**config.mk**
```make
export PLATFORM = sky130hd
export DESIGN_NAME = sdm_audio_out
export DESIGN_NICKNAME = d
export VERILOG_FILES = /design/src/rtl/sdm_audio_out.sv
export SDC_FILE = /design/constraint.sdc
export NUM_CORES = 1
export LEC_CHECK = 0
export BUFFER_PORTS_ARGS = -buffer_cell sky130_fd_sc_hd__buf_4
export CAP_MARGIN = 20
export CORE_MARGIN = 3
export CORE_UTILIZATION = 61
export CTS_CLUSTER_SIZE = 16
export DETAILED_ROUTE_END_ITERATION = 12
export PLACE_DENSITY = 0.8
export SETUP_SLACK_MARGIN = 0.5
export SLEW_MARGIN = 30
export SYNTH_ARGS = -nofsm -noshare
export SYNTH_HDL_FRONTEND = slang
export SYNTH_SLANG_ARGS = --single-unit
```
**constraint.sdc**
```tcl
create_clock -name clk -period 15.45 [get_ports clk]
set_input_delay 1.545 -clock clk [delete_from_list [all_inputs] [get_ports clk]]
set_output_delay 1.545 -clock clk [all_outputs]
set_load 0.05 [all_outputs]
```
**src/rtl/sdm_audio_out.sv**
```systemverilog
// Multi-channel delta-sigma audio output: paced frame intake, mute/volume, 1st/2nd-order modulators.
// Optional TPDF-style LSB dither is enabled by defining SDM_DITHER_EN.
module sdm_audio_out #(
    parameter int unsigned WIDTH    = 16,
    parameter int unsigned CHANNELS = 2,
    parameter int unsigned ORDER    = 2,
    parameter int unsigned OSR      = 256
) (
    input  logic                      clk,
    input  logic                      rst_n,
    input  logic                      s_valid,
    output logic                      s_ready,
    input  logic [CHANNELS*WIDTH-1:0] s_data,
    input  logic                      mute,
    input  logic [2:0]                vol_shift,
    output logic [7:0]                underrun_cnt,
    output logic [CHANNELS-1:0]       pwm_out
);

    localparam int unsigned CW  = (OSR > 1) ? $clog2(OSR) : 1;
    localparam int unsigned FW  = CHANNELS * WIDTH;
    localparam int unsigned V1W = WIDTH + 2;
    localparam int unsigned S1W = V1W + 2;

    localparam logic signed [S1W-1:0] Y1P    = S1W'(1) << (WIDTH - 1);
    localparam logic signed [S1W-1:0] V1_MAX = (S1W'(1) << (V1W - 1)) - S1W'(1);
    localparam logic signed [S1W-1:0] V1_MIN = -(S1W'(1) << (V1W - 1));

    logic [CW-1:0]       cnt_q, cnt_d;
    logic                ready_q, ready_d;
    logic [FW-1:0]       hold_q, hold_d;
    logic [FW-1:0]       active_q, active_d;
    logic [7:0]          urun_q, urun_d;
    logic [CHANNELS-1:0] pwm_q, pwm_d;
    logic                tick;

    if (ORDER != 1 && ORDER != 2) begin : g_bad_order
        $error("sdm_audio_out: ORDER must be 1 or 2");
    end

    assign tick         = (cnt_q == CW'(OSR - 1));
    assign s_ready      = ready_q;
    assign underrun_cnt = urun_q;
    assign pwm_out      = pwm_q;

    // Frame intake, pacing and underrun accounting
    always_comb begin
        cnt_d    = tick ? '0 : cnt_q + CW'(1);
        ready_d  = ready_q;
        hold_d   = hold_q;
        active_d = active_q;
        urun_d   = urun_q;
        if (tick) begin
            if (!ready_q) begin
                active_d = hold_q;
                ready_d  = 1'b1;
            end else if (urun_q != 8'hFF) begin
                urun_d = urun_q + 8'd1;
            end
        end
        if (s_valid && ready_q) begin
            hold_d  = s_data;
            ready_d = 1'b0;
        end
    end

    always_ff @(posedge clk or negedge rst_n) begin
        if (!rst_n) begin
            cnt_q    <= '0;
            ready_q  <= 1'b1;
            hold_q   <= '0;
            active_q <= '0;
            urun_q   <= '0;
            pwm_q    <= '0;
        end else begin
            cnt_q    <= cnt_d;
            ready_q  <= ready_d;
            hold_q   <= hold_d;
            active_q <= active_d;
            urun_q   <= urun_d;
            pwm_q    <= pwm_d;
        end
    end

`ifdef SDM_DITHER_EN
    logic [15:0] lfsr_q, lfsr_d;

    // x^16 + x^14 + x^13 + x^11 + 1, shared by all channels
    assign lfsr_d = {lfsr_q[14:0], lfsr_q[15] ^ lfsr_q[13] ^ lfsr_q[12] ^ lfsr_q[10]};

    always_ff @(posedge clk or negedge rst_n) begin
        if (!rst_n) begin
            lfsr_q <= 16'hFFFF;
        end else begin
            lfsr_q <= lfsr_d;
        end
    end
`endif

    for (genvar k = 0; k < CHANNELS; k++) begin : g_ch
        logic signed [WIDTH-1:0] act, sh, xs, xin;
        logic signed [S1W-1:0]   y1, s1;
        logic signed [V1W-1:0]   v1_q, v1_d;

        assign act = active_q[k*WIDTH +: WIDTH];
        assign sh  = act >>> vol_shift;
        assign xs  = mute ? '0 : sh;

`ifdef SDM_DITHER_EN
        localparam logic signed [WIDTH-1:0] XMAX = {1'b0, {(WIDTH-1){1'b1}}};
        localparam logic signed [WIDTH-1:0] XMIN = {1'b1, {(WIDTH-1){1'b0}}};

        // +/-1 LSB dither, held back at the rails so the input stays in range
        always_comb begin
            xin = xs;
            if (lfsr_q[0]) begin
                if (xs != XMAX) xin = xs + WIDTH'(1);
            end else begin
                if (xs != XMIN) xin = xs - WIDTH'(1);
            end
        end
`else
        assign xin = xs;
`endif

        assign y1   = pwm_q[k] ? Y1P : -Y1P;
        assign s1   = S1W'(v1_q) + S1W'(xin) - y1;
        assign v1_d = (s1 > V1_MAX) ? V1W'(V1_MAX) :
                      (s1 < V1_MIN) ? V1W'(V1_MIN) : V1W'(s1);

        always_ff @(posedge clk or negedge rst_n) begin
            if (!rst_n) begin
                v1_q <= '0;
            end else begin
                v1_q <= v1_d;
            end
        end

        if (ORDER == 1) begin : g_o1
            assign pwm_d[k] = ~v1_d[V1W-1];
        end else begin : g_o2
            localparam int unsigned V2W = WIDTH + 4;
            localparam int unsigned S2W = V2W + 2;
            localparam logic signed [S2W-1:0] Y2P    = S2W'(1) << (WIDTH - 1);
            localparam logic signed [S2W-1:0] V2_MAX = (S2W'(1) << (V2W - 1)) - S2W'(1);
            localparam logic signed [S2W-1:0] V2_MIN = -(S2W'(1) << (V2W - 1));

            logic signed [S2W-1:0] y2, s2;
            logic signed [V2W-1:0] v2_q, v2_d;

            // Second integrator is fed by the updated first integrator (CIFB)
            assign y2   = pwm_q[k] ? Y2P : -Y2P;
            assign s2   = S2W'(v2_q) + S2W'(v1_d) - y2;
            assign v2_d = (s2 > V2_MAX) ? V2W'(V2_MAX) :
                          (s2 < V2_MIN) ? V2W'(V2_MIN) : V2W'(s2);

            always_ff @(posedge clk or negedge rst_n) begin
                if (!rst_n) begin
                    v2_q <= '0;
                end else begin
                    v2_q <= v2_d;
                end
            end

            assign pwm_d[k] = ~v2_d[V2W-1];
        end
    end

endmodule

```
### Yosys cells after proc, flatten, opt, wreduce, memory -nomap -nowiden

Index checks and enable logic that the tools add are counted.

* bits in registers: 159
* bits in latches: 0
* memory bits (writable): 0
* memory bits (read-only): 0
* input bits: 39
* output and inout bits: 11
* word-level logic and storage cells: 56
* memories kept: 0

* $add $sub $neg: 10
* multiply operators: 0
* divide/modulo/power cells: 0
* order comparisons: 8
* eq/ne operators: 2
* shift-type cells: 2
* muxes and demuxes: 17
* bitwise gates (word level): 3
* reductions and logical operators: 4

Operators with widths (count)
* $mux W20: 6
* $mux W18: 4
* $gt A22 B20 Y1 const B: 2
* $lt A22 B20 Y1 const B: 2
* $mux W22: 2
* $sub A21 B22 Y22: 2
* $add A20 B18 Y21: 2
* $gt A20 B18 Y1 const B: 2
* $lt A20 B18 Y1 const B: 2
* $sub A19 B20 Y20: 2
* $add A18 B16 Y19: 2
* $mux W16: 2
* $sshr A16 B3 Y16: 2
* $add A8 B1 Y8 const B: 2
* $eq A8 B8 Y1 const B: 1
* $mux W8: 1
* $ne A8 B8 Y1 const B: 1
* $not A1 Y1: 3
* $reduce_and A3 Y1: 1
* $mux W1: 2
* $reduce_and A2 Y1: 1
* $reduce_bool A2 Y1: 1
* $logic_and A1 B1 Y1: 1

### Depth between registers and ports, before layout

* word-level depth: 13
* gate-level depth with buffers: 38
* gate-level depth less buffers: 33

### Worst setup path after synthesis

Ideal clock, no wire load.

* path kind: in2reg
* start point: input vol_shift[0]
* end point: register g_ch[0].g_o2.v2_q[11]
* library setup time: 118 ps
* arrival: 8923 ps
* required time: 15332 ps
* slack: 6409 ps
* stages: 36
* path buffers: 6
* cells stage by stage: clkbuf_1 > buf_1 > clkbuf_1 > inv_1 > a21oi_1 > nand2_1 > a21o_1 > ha_1 > inv_1 > ha_1 > a21o_1 > a31o_2 > a31oi_2 > o21ai_0 > a41oi_2 > o21ai_0 > clkbuf_1 > a21oi_1 > ha_1 > inv_1 > ha_1 > nor2b_1 > o21a_1 > o21ai_0 > a2111oi_0 > nor3_1 > o21ai_0 > a31o_2 > a21o_1 > a2111oi_0 > a311oi_1 > mux2i_1 > nand2b_1 > buf_2 > buf_2 > a21o_1

* word-level cells in the longest chain between the ends: 12
* elaborated cells on any way between the ends: 14
* classes of those cells: add/sub: 4; order compare: 4; shift: 1; mux: 5

Ends and longest elaborated chain
* start: declaration: RTL line 15 `input logic [2:0] vol_shift,`
* $sshr A16 B3 Y16 (*): RTL line 106 `assign sh = act >>> vol_shift;`
* $mux W16 (*): RTL line 107 `assign xs = mute ? '0 : sh;`
* $add A18 B16 Y19 (*): RTL line 127 `assign s1 = S1W'(v1_q) + S1W'(xin) - y1;`
* $sub A19 B20 Y20 (*): RTL line 127
* $lt A20 B18 Y1: RTL line 129 `(s1 < V1_MIN) ? V1W'(V1_MIN) : V1W'(s1);`
* $mux W18: RTL line 129
* $mux W18 (*): RTL line 128 `assign v1_d = (s1 > V1_MAX) ? V1W'(V1_MAX) :`
* net g_ch[0].v1_d[17]: RTL line 103 `logic signed [V1W-1:0] v1_q, v1_d;`
* $add A20 B18 Y21 (*): RTL line 153 `assign s2 = S2W'(v2_q) + S2W'(v1_d) - y2;`
* $sub A21 B22 Y22 (*): RTL line 153
* $lt A22 B20 Y1: RTL line 155 `(s2 < V2_MIN) ? V2W'(V2_MIN) : V2W'(s2);`
* $mux W20: RTL line 155
* $mux W20 (*): RTL line 154 `assign v2_d = (s2 > V2_MAX) ? V2W'(V2_MAX) :`
* net g_ch[0].g_o2.v2_d[11]: RTL line 149 `logic signed [V2W-1:0] v2_q, v2_d;`
* end signal: assignment: RTL line 161 `v2_q <= v2_d;`
* end: declaration: RTL line 149

The timed path passes the listed nets; every way through them passes the cells marked *.
A chain may end at the register's enable or synchronous reset.

### Final worst setup path

* start point: input vol_shift[2]
* end point: register g_ch[0].g_o2.v2_q[4]

The elaborated chain is that of the path after synthesis.

==> results.md <==
- The number of placed instances, taps included, is between 1,500 and 2,000.
- The effective utilization at floorplan is 0.633.
- The worst setup path is launched from an input pin.
- Adding up every negative setup slack in the final design gives 0 ps.
- The max-cap violation count is 0.
- The part of the Yosys area used for sequential elements is 0.317.
- After routing the design area is 13,800 um^2.
- CTS saw approximately 160 sinks.
- The worst path buffer plus inverter count is 4.
- Clock-pin slew was measured on the worst setup and hold paths at ~70 ps.
- The routed via count is between 9,000 and 10,000.
- The first-pass GRT wire length is roughly 47,000 um.
- During placement, the flow inserted port buffers numbering 49.
- The endpoint required time on the critical path is 15,780 ps.
- The cell repeated most along the worst path is sky130_fd_sc_hd__ha_1.
- Counting I/O delays and the setup requirement, the final critical path takes between 9000 and 10,000 ps.
- The pre-antenna-repair detailed-routing pass consisted of 5 iterations.
- The count of instances resized after the clock tree is built is 0.
- The worst setup margin is ~5800 ps.
- The H-tree depth is 4.
- The floorplan step defined a core boundary enclosing approximately 20,000 um^2.
- Setup repair after global routing left no endpoint under its margin.
- For this run, the total global-route usage over all layers was measured as 0.254.
- The kind of critical path is in2reg.
- The flow ran to the end, and the final reports show no timing, DRC or antenna violations.
- The synthesis-to-layout area growth is 9.69%.
- Once detail routing completed, the nets flagged for antenna violations numbered 0.
- The layout cell share with drive strength beyond 1 is 0.155.
- The most common cell after layout, fill and taps aside is sky130_fd_sc_hd__inv_1.
- TritonCTS built the clock tree.
- The number of distinct library cell variants in the gate-level netlist after synthesis is 76.
- The largest net degree at the start of global routing is 98.
- The path class of the tightest hold or removal check is reg2reg.
- The vertical die dimension is 150 um.
- Headroom to the max-slew limit came out at 0.467.
- The number of buffers on the longest clock path is 2.
- Counting instances, the worst hold path has a depth of 1.
- Data on the critical path arrives at its endpoint at about 10000 ps.
- In the final routed layout, each cell accounts on average for ~16 um.
- The largest fanout on the critical path is 25.
- The final routed wirelength across all metal layers is 27,100 um.
- The most used flip-flop cell after synthesis is sky130_fd_sc_hd__dfrtp_1.
- The initial antenna violation count is 0.
- After synthesis the cells add up to about 13,000 um^2.
- The number of warnings issued by yosys is 0.
- The insertion delay of the later-clocked pin in the worst-skew pair is around 430 ps.
- In the final design database the tool counted 1,587 nets.
- The cell count along the critical path is 29.
- The endpoint class of the critical path is a flop.
- The number of nets in the synthesized netlist is 1,554.
- The final antenna diode count is 0.
- The CTS root buffer is sky130_fd_sc_hd__clkbuf_16.
- The flop and latch count out of synthesis is around 160.
- In this design, the stage delay of the slowest critical-path cell is 720 ps.
- The share of the clock period used by the worst path after layout is 0.623.
- For this block, the initial DRC count from the detailed router was roughly 500.
- Buffers added to address setup during post-CTS repair amount to 0.
- The TritonCTS buffer count is 17.
- The number of pins with negative max-slew slack in the final report is 0.
- The overall overflow remaining after global route is 0.
- In this run the core area contains 51 standard-cell rows.
- The cts-stage hold buffer count is 0.
- The pre-CTS worst setup slack is between 5000 and 6000 ps.
- Setup violations remaining at the end of the flow were counted as 0.
- The final worst clock skew is between 10 and 15 ps.
- The cell with the largest stage delay on the worst path is sky130_fd_sc_hd__a21oi_1.
- The total DRC errors in the routed layout is 0.
- The boundary pin count is 50.
- The via count of the first global-routing pass is 10,240.
- In the layout the commonest cells are sky130_fd_sc_hd__inv_1, sky130_fd_sc_hd__dfrtp_1, sky130_fd_sc_hd__ha_1, sky130_fd_sc_hd__a21oi_1, sky130_fd_sc_hd__nand2_1.
- The die covers around 22,000 um^2.
- The synthesized instance count is roughly 1,400.
- The worst register-to-register path has a depth of 30.
- The total cell area at the placement stage is roughly 13,000 um^2.
- The placer congestion estimate is 0.899.
- The mean area per synthesized cell is between 9 and 10 um^2.
- At the pin with the least slew margin, the transition time is about 800 ps.
- The post-detailed-placement half-perimeter wirelength is between 15,000 and 20,000 um.
- The highest clock frequency the design can meet is 104 MHz.
- The count of placed standard cells in the final layout, fillers left out is approximately 1,700.
- Measured along the x axis, the die boundary spans 150 um.
- The routed via count divided by cell count is 5.94.
- The synthesized design contains 0 enable-type register cells.
- After synthesis, the share of flip-flops with an asynchronous set or reset is 1.00.
- Broken down by cell family, the worst path's largest delay share belongs to compound AO/OA/AOI/OAI gates.
- The final number of hold-violating endpoints came to 0.
==> synth_stat cells (all sizes together) (4+ instances only) <==
cell type | count | area share
o31ai | 6 | 0.0036
o211ai | 8 | 0.0048
xor2 | 29 | 0.020
a221o | 4 | 0.0033
a31o | 6 | 0.0042
a31oi | 11 | 0.0065
mux2 | 68 | 0.061
or3 | 7 | 0.0039
xnor2 | 40 | 0.028
clkbuf | 24 | 0.0073
mux4 | 20 | 0.036
buf | 16 | 0.0060
nor2 | 55 | 0.016
and3 | 10 | 0.0050
nor2b | 18 | 0.0090
dfrtp | 158 | 0.31
mux2i | 20 | 0.016
a21oi | 92 | 0.037
nand2b | 20 | 0.010
a2111oi | 5 | 0.0035
a211oi | 5 | 0.0030
nor3 | 18 | 0.0076
o21bai | 6 | 0.0039
o21ai | 79 | 0.035
or2 | 14 | 0.0070
a41oi | 4 | 0.0040
o21a | 22 | 0.013
nand2 | 91 | 0.027
fa | 12 | 0.019
inv | 222 | 0.066
nand4 | 8 | 0.0040
and2 | 9 | 0.0047
nand3 | 18 | 0.0072
a21o | 62 | 0.037
ha | 140 | 0.14
==> layout make-up <==
type | count | area [um^2]
clock buffer | 17 | 425
clock inverter | 15 | 213
fill | 1530 | 6070
inverter | 223 | 837
multi-input combinational | 941 | 7580
sequential | 159 | 3980
tap | 265 | 332
timing repair buffer | 54 | 412
==> state kept, by name, summed over array words and instances, names as in the netlist <==
register and flops:
active_q 32, g_ch.g_o2.v2_q 40, s_ready 1, g_ch.v1_q 36, underrun_cnt 8, pwm_out 2
cnt_q 8, hold_q 32
==> worst paths after layout <==
kind | end | start | slack, ps
setup / recovery | g_ch[0].g_o2.v2_q[4]$_DFF_PN0_ | vol_shift[2] | 5820
hold / removal | cnt_q[0]$_DFF_PN0_ | cnt_q[0]$_DFF_PN0_ | 490
setup reg to reg | g_ch[0].g_o2.v2_q[4]$_DFF_PN0_ | active_q[15]$_DFFE_PN0P_ | 7260
hold reg to reg | cnt_q[0]$_DFF_PN0_ | cnt_q[0]$_DFF_PN0_ | 490
max in group asynchronous | g_ch[0].g_o2.v2_q[3]$_DFF_PN0_ | rst_n | 12980
min in group asynchronous | cnt_q[3]$_DFF_PN0_ | rst_n | 1190
==> cells by family (layout without fill, tap and decap cells) <==
| group | after synthesis | in the layout | share of synthesized area |
|---|---|---|---|
| XOR/XNOR | 69 | 69 | 0.0481 |
| AND/OR/NAND/NOR | 278 | 278 | 0.108 |
| multiplexers | 108 | 108 | 0.113 |
| adder cells (fa/ha/maj) | 152 | 152 | 0.159 |
| buffers and inverters | 263 | 309 | 0.0799 |
| AO/OA/AOI/OAI | 334 | 334 | 0.176 |
| flip-flops | 159 | 159 | 0.317 |
==> per-layer routing <==
metal / GRT usage / routed length (um)
met5: 0 / 0
met3: 0.0388 / 1200
met1: 0.306 / 11300
met4: 0.0815 / 612
met2: 0.465 / 13900
==> stage by stage <==
step,hold slack (ps),util
2_1_floorplan,443,-
3_3_place_gp,461,0.662
3_5_place_dp,482,0.662
4_1_cts,492,0.694
5_1_grt,515,0.694
6_report,492,0.694
Power is left out: the tool's default activity adds up to more than one toggle a clock period on the data nets, which glitch-free logic cannot reach.
